<file path="config.mk">
export PLATFORM = sky130hd
export DESIGN_NAME = score_decoder
export DESIGN_NICKNAME = d
export VERILOG_FILES = /design/src/rtl/score_pkg.sv /design/src/rtl/seg7_to_digit.sv /design/src/rtl/score_decoder.sv
export SDC_FILE = /design/constraint.sdc
export NUM_CORES = 1
export LEC_CHECK = 0
export BUFFER_PORTS_ARGS = -buffer_cell sky130_fd_sc_hd__buf_2
export CAP_MARGIN = 10
export CORE_MARGIN = 1
export CORE_UTILIZATION = 42
export CTS_CLUSTER_SIZE = 28
export DETAILED_ROUTE_END_ITERATION = 8
export GPL_ROUTABILITY_DRIVEN = 1
export HOLD_SLACK_MARGIN = 0.12
export PLACE_DENSITY_LB_ADDON = 0.1
export SYNTH_ARGS = -nofsm -noshare
export SYNTH_HDL_FRONTEND = slang
export SYNTH_SLANG_ARGS = --single-unit
</file>
<file path="constraint.sdc">
create_clock -name clock -period 5.4 [get_ports clock]
set_input_delay 1.08 -clock clock [delete_from_list [all_inputs] [get_ports clock]]
set_output_delay 1.08 -clock clock [all_outputs]
set_load 0.1 [all_outputs]
</file>
<file path="src/rtl/score_pkg.sv">
// Shared encodings for the 3-digit multiplexed seven-segment score bus.
// Segment bit order is {top, top_right, bot_right, bot, bot_left, top_left, middle}.
package score_pkg;

  localparam logic [6:0] SEG_0     = 7'b1111110;
  localparam logic [6:0] SEG_1     = 7'b0110000;
  localparam logic [6:0] SEG_2     = 7'b1101101;
  localparam logic [6:0] SEG_3     = 7'b1111001;
  localparam logic [6:0] SEG_4     = 7'b0110011;
  localparam logic [6:0] SEG_5     = 7'b1011011;
  localparam logic [6:0] SEG_6     = 7'b1011111;
  localparam logic [6:0] SEG_7     = 7'b1110000;
  localparam logic [6:0] SEG_8     = 7'b1111111;
  localparam logic [6:0] SEG_9     = 7'b1111011;
  localparam logic [6:0] SEG_BLANK = 7'b0000000;

  // Cathode triple ordered {cathode_1, cathode_2, cathode_3}, active-low.
  typedef enum logic [2:0] {
    SelHundreds = 3'b011,
    SelTens     = 3'b101,
    SelOnes     = 3'b110,
    SelIdle     = 3'b111
  } digit_sel_e;

  typedef struct packed {
    logic       valid;
    logic [3:0] digit;
  } slot_t;

endpackage

</file>
<file path="src/rtl/seg7_to_digit.sv">
// Combinational seven-segment to BCD digit decoder; anything outside 0..9 is invalid.
module seg7_to_digit
  import score_pkg::*;
(
  input  logic [6:0] seg_i,
  output logic [3:0] digit_o,
  output logic       valid_o
);

  always_comb begin
    digit_o = 4'd0;
    valid_o = 1'b1;
    case (seg_i)
      SEG_0:   digit_o = 4'd0;
      SEG_1:   digit_o = 4'd1;
      SEG_2:   digit_o = 4'd2;
      SEG_3:   digit_o = 4'd3;
      SEG_4:   digit_o = 4'd4;
      SEG_5:   digit_o = 4'd5;
      SEG_6:   digit_o = 4'd6;
      SEG_7:   digit_o = 4'd7;
      SEG_8:   digit_o = 4'd8;
      SEG_9:   digit_o = 4'd9;
      default: valid_o = 1'b0;
    endcase
  end

endmodule

</file>
<file path="src/rtl/score_decoder.sv">
// Receiver for the multiplexed 3-digit score display: captures each digit from the
// cathode scan, assembles frames and publishes the value once it has been stable.
module score_decoder
  import score_pkg::*;
#(
  parameter int unsigned SEG_LAG       = 1,
  parameter int unsigned STABLE_FRAMES = 2,
  parameter int unsigned TIMEOUT       = 1024
) (
  input  logic       clock,
  input  logic       reset,
  input  logic       cathode_1,
  input  logic       cathode_2,
  input  logic       cathode_3,
  input  logic [6:0] seg,
  output logic [9:0] number,
  output logic       number_valid,
  output logic       changed,
  output logic       seg_error
);

  localparam int unsigned    Stages    = (SEG_LAG == 0) ? 1 : SEG_LAG;
  localparam int unsigned    ToW       = $clog2(TIMEOUT + 1);
  localparam logic [ToW-1:0] ToMax     = ToW'(TIMEOUT);
  localparam logic [ToW-1:0] ToOne     = ToW'(1);
  localparam logic [3:0]     StableMax = 4'(STABLE_FRAMES);

  logic [2:0]     cath_raw, cath_al;
  logic [2:0]     dly_q [Stages];
  logic [2:0]     dly_d [Stages];
  slot_t          slot_q [3];
  slot_t          slot_d [3];
  logic [2:0]     mask_q, mask_d;
  logic [3:0]     stab_q, stab_d;
  logic [9:0]     prev_q, prev_d;
  logic [ToW-1:0] to_q, to_d;
  logic [9:0]     number_q, number_d;
  logic           valid_q, valid_d;
  logic           changed_q, changed_d;
  logic           err_q, err_d;

  logic [3:0]     dec_digit;
  logic           dec_valid;
  logic [2:0]     sel;
  logic           proto_err;
  logic           complete;
  logic           all_valid;
  logic [9:0]     cand;

  seg7_to_digit u_dec (
    .seg_i   (seg),
    .digit_o (dec_digit),
    .valid_o (dec_valid)
  );

  assign cath_raw = {cathode_1, cathode_2, cathode_3};

  always_comb begin
    dly_d[0] = cath_raw;
    for (int unsigned i = 1; i < Stages; i++) dly_d[i] = dly_q[i-1];
  end

  assign cath_al   = (SEG_LAG == 0) ? cath_raw : dly_q[Stages-1];
  assign complete  = (mask_q == 3'b111);
  assign all_valid = slot_q[0].valid & slot_q[1].valid & slot_q[2].valid;
  assign cand      = 10'(slot_q[2].digit) * 10'd100 + 10'(slot_q[1].digit) * 10'd10
                   + 10'(slot_q[0].digit);

  always_comb begin
    slot_d    = slot_q;
    mask_d    = mask_q;
    stab_d    = stab_q;
    prev_d    = prev_q;
    to_d      = to_q;
    number_d  = number_q;
    valid_d   = valid_q;
    changed_d = 1'b0;
    err_d     = 1'b0;
    sel       = 3'b000;
    proto_err = 1'b0;

    case (cath_al)
      SelIdle:     sel = 3'b000;
      SelHundreds: sel = 3'b100;
      SelTens:     sel = 3'b010;
      SelOnes:     sel = 3'b001;
      default:     proto_err = 1'b1;
    endcase

    if (complete) begin
      mask_d = 3'b000;
      to_d   = '0;
      // A scan collision in the evaluation cycle also voids the frame, so that
      // seg_error and changed stay mutually exclusive.
      if (proto_err || !all_valid) begin
        err_d  = 1'b1;
        stab_d = 4'd0;
      end else begin
        if (cand == prev_q) begin
          stab_d = (stab_q == StableMax) ? StableMax : stab_q + 4'd1;
        end else begin
          stab_d = 4'd1;
          prev_d = cand;
        end
        if (stab_d == StableMax) begin
          number_d  = cand;
          valid_d   = 1'b1;
          changed_d = (cand != number_q) || !valid_q;
        end
      end
    end else begin
      if (to_q != ToMax) to_d = to_q + ToOne;
      if (to_q == ToMax - ToOne) begin
        valid_d = 1'b0;
        stab_d  = 4'd0;
      end
    end

    if (proto_err) begin
      err_d  = 1'b1;
      mask_d = 3'b000;
      slot_d = '{default: '0};
    end else begin
      for (int unsigned i = 0; i < 3; i++) begin
        if (sel[i]) begin
          slot_d[i] = '{valid: dec_valid, digit: dec_digit};
          mask_d[i] = 1'b1;
        end
      end
    end
  end

  always_ff @(posedge clock or posedge reset) begin
    if (reset) begin
      dly_q     <= '{default: 3'b111};
      slot_q    <= '{default: '0};
      mask_q    <= 3'b000;
      stab_q    <= 4'd0;
      prev_q    <= 10'd0;
      to_q      <= '0;
      number_q  <= 10'd0;
      valid_q   <= 1'b0;
      changed_q <= 1'b0;
      err_q     <= 1'b0;
    end else begin
      dly_q     <= dly_d;
      slot_q    <= slot_d;
      mask_q    <= mask_d;
      stab_q    <= stab_d;
      prev_q    <= prev_d;
      to_q      <= to_d;
      number_q  <= number_d;
      valid_q   <= valid_d;
      changed_q <= changed_d;
      err_q     <= err_d;
    end
  end

  assign number       = number_q;
  assign number_valid = valid_q;
  assign changed      = changed_q;
  assign seg_error    = err_q;

endmodule

</file>
==> reports/results.ini <==
[synth]
ys_seq_area_share_pct = 40.5
synth_cells = 331
yosysWarnings = 0
yosysMostFrequentCell = dfrtp_1
synth_edf_count = 0
synth_ff_type = dfrtp_1
postSynthAreaPerCell_um2 = 11.0
synth_seq_cells = 59
synth_top_area_cell = dfrtp_1
synth.distinct_cells = 51
syn_nets = 375
syn_area_um2 = 3650
synthTopCellsByCount = dfrtp_1 (56), ha_1 (27), nand2_1 (27), xor2_1 (20), xnor2_1 (19)
synth_top_area_share_pct = 38.3
synth-async-reset-ratio_pct = 100
synth_area_leaders = dfrtp_1 (38%), ha_1 (9.2%), xor2_1 (4.8%)

[power_and_ir_drop]
p_seq_share_pct = 49.2
peakVddDrop_mv = 0.194
power.leakage_nw = 2.16
pwr-share-comb_pct = 12.6
power.internal_w = 0.000754
sw_frac_of_total_pct = 27.9
clock_power_share_pct = 38.2
p_sw_w = 0.000292
power_density_nw_per_um2 = 257

[detailed_routing]
vias = 2517
firstDrtPassIters = 4
drtIter0Drc = 89
finalWirelength_um = 6950
drc = 0
avgViaCountPerCell = 5.37
ant_nets = 0
routedWlPerCell_um = 14.8

[floorplanning]
die_y_um = 95.3
ios = 25
start_util_pct = 44.0
num_rows = 33
dieWidth_um = 95.3
core-area_um2 = 8300
dieArea_um2 = 9080

[finish]
drive_above_1_share_pct = 20.3
diodes = 0
final_nets = 403
area_growth_pct = 11.4

[place]
dp_hpwl_um = 5100
globalplace.congestion = 0.774
port_buffers = 24

[global_routing]
antenna_found_initial = 0
grt_max_degree = 60
overflow = 0
grt_pass1_vias = 2532
grt_pass1_wl_um = 12000
grt_usage_pct = 17.5

[worst_setup_path]
worstPathArrival_ps = 4620
cp-end-kind = register
path_max_fanout = 12
reg2regPathDepth = 12
rr_startpoint = slot_q[6]
crit_required_ps = 5620
path_class = reg -> reg
setup.worst_path.start = slot_q[6]
reg2reg_to = number[2]
rrSetupSlack_ps = 990
setup.worst_path.start_class = register

[timing]
skew_ps = 7.37
worst_pin_slew_ps = 725
timing.fmax_mhz = 227
max_slew_margin_pct = 51.6
period_share_pct = 81.6
hold_viol = 0
fin_tns_setup_ps = 0
whs_ps = 492
min_period_ps = 4410
rsz0062_at_grt = no
drv_slew = 0
setup_viol_count_final = 0

[clock_tree]
cts-resized-gates = 0
clkTransAtPathRegs_ps = 70
cts_hold_buf = 0
clk_latency_ps = 340
cts_buffers = 9
cts_tree = yes
cts_max_level = 3
clockBufferDepth = 2
cts_setup_buffers = 0
root_buffer = clkbuf_8
cts_sinks = 59

[hold_path]
hold_path_class = reg -> reg
hold_start = prev_q[7]
min_to = prev_q[7]
hold_depth = 2

[status]
status = completed

[run]
cap_viol_max_count = 0

[kinds of logic (layout without fill, tap and decap cells)]
logic type	count (synthesis)	in the layout	share of synthesized area, %
buf+inv	21	54	2.36
simple gates	98	98	13.9
mux	22	22	7.60
fa+ha+maj	32	32	12.0
flops	59	59	40.5
compound gates	56	56	11.8
xor+xnor	43	43	11.9
[critical path, stage by stage (launching register included)]
cell and delay [ps]:
dfrtp_1 420, ha_1 300, ha_1 220, fa_1 390, xor2_1 150, ha_1 280, ha_1 380, a21o_1 210
a221oi_2 330, xnor3_1 260, nor2_1 380, nand4_2 510, mux2_4 460
[metrics by stage]
step	cells	util, %	cell area (um^2)	power (W)	worst slack (ps)
after global routing	469	49.0	4070	0.00111	754
after CTS	469	49.0	4070	0.00106	971
after floorplan	331	-	3650	0.000620	1410
final	469	49.0	4070	0.00105	994
after detailed placement	453	46.7	3880	0.000657	985
after global placement	453	46.7	3880	0.000654	1060
[worst max-delay path by stage]
stage           endpoint  slack (ps)  depth (start not counted)
2_1_floorplan  prev_q[0]        1410                         12
3_5_place_dp   number[2]         990                         12
3_3_place_gp   number[1]        1060                         12
4_1_cts        number[2]         970                         12
6_report       number[2]         990                         12
5_1_grt        number[0]         750                         13
[power groups by stage]
| stage | Combinational [W] | Sequential, W | Clock, W |
|---|---|---|---|
| 2_1_floorplan | 0.000106 | 0.000514 | 0 |
| 3_3_place_gp | 0.000132 | 0.000522 | 0 |
| 3_5_place_dp | 0.000135 | 0.000522 | 0 |
| 4_1_cts | 0.000135 | 0.000514 | 0.000413 |
| 5_1_grt | 0.000152 | 0.000521 | 0.000432 |
| 6_report | 0.000132 | 0.000514 | 0.000399 |
[routing by layer]
| metal | global-route usage (%) | routed length (um) | vias to the layer above |
|---|---|---|---|
| met5 | 0 | 0 | - |
| met4 | 6.19 | 96 | 0 |
| met3 | 5.02 | 281 | 9 |
| met2 | 29.0 | 3410 | 40 |
| met1 | 21.7 | 3160 | 1216 |
| li1 | - | - | 1252 |
[sequential cells by signal (all words and copies together) (netlist names)]
register      count
changed           1
number_valid      1
prev_q           10
number           10
mask_q            3
slot_q           15
cath_al           3
to_q             11
stab_q            4
seg_error         1
[layout by cell type, fill, tap and decap left out, drive strengths merged, types with 5 or more instances in the layout]
cell type	n
dfrtp	56
nand2	27
ha	27
buf	25
mux2	22
xor2	20
xnor2	19
nor2	18
o21ai	13
inv	13
clkbuf	11
nand3	10
nor3	8
and3	7
a21oi	6
nor2b	6
a22o	6
a32o	6
o31ai	6
fa	5
nand4	5
[cell type report]
type,count,area (um^2)
Tap cell,105,131
Timing Repair Buffer,25,128
Multi-Input combinational cell,251,2090
Fill cell,752,4230
Clock inverter,5,52.6
Clock buffer,11,141
Inverter,13,48.8
Sequential cell,59,1480
(Power assumes the default switching activity.)
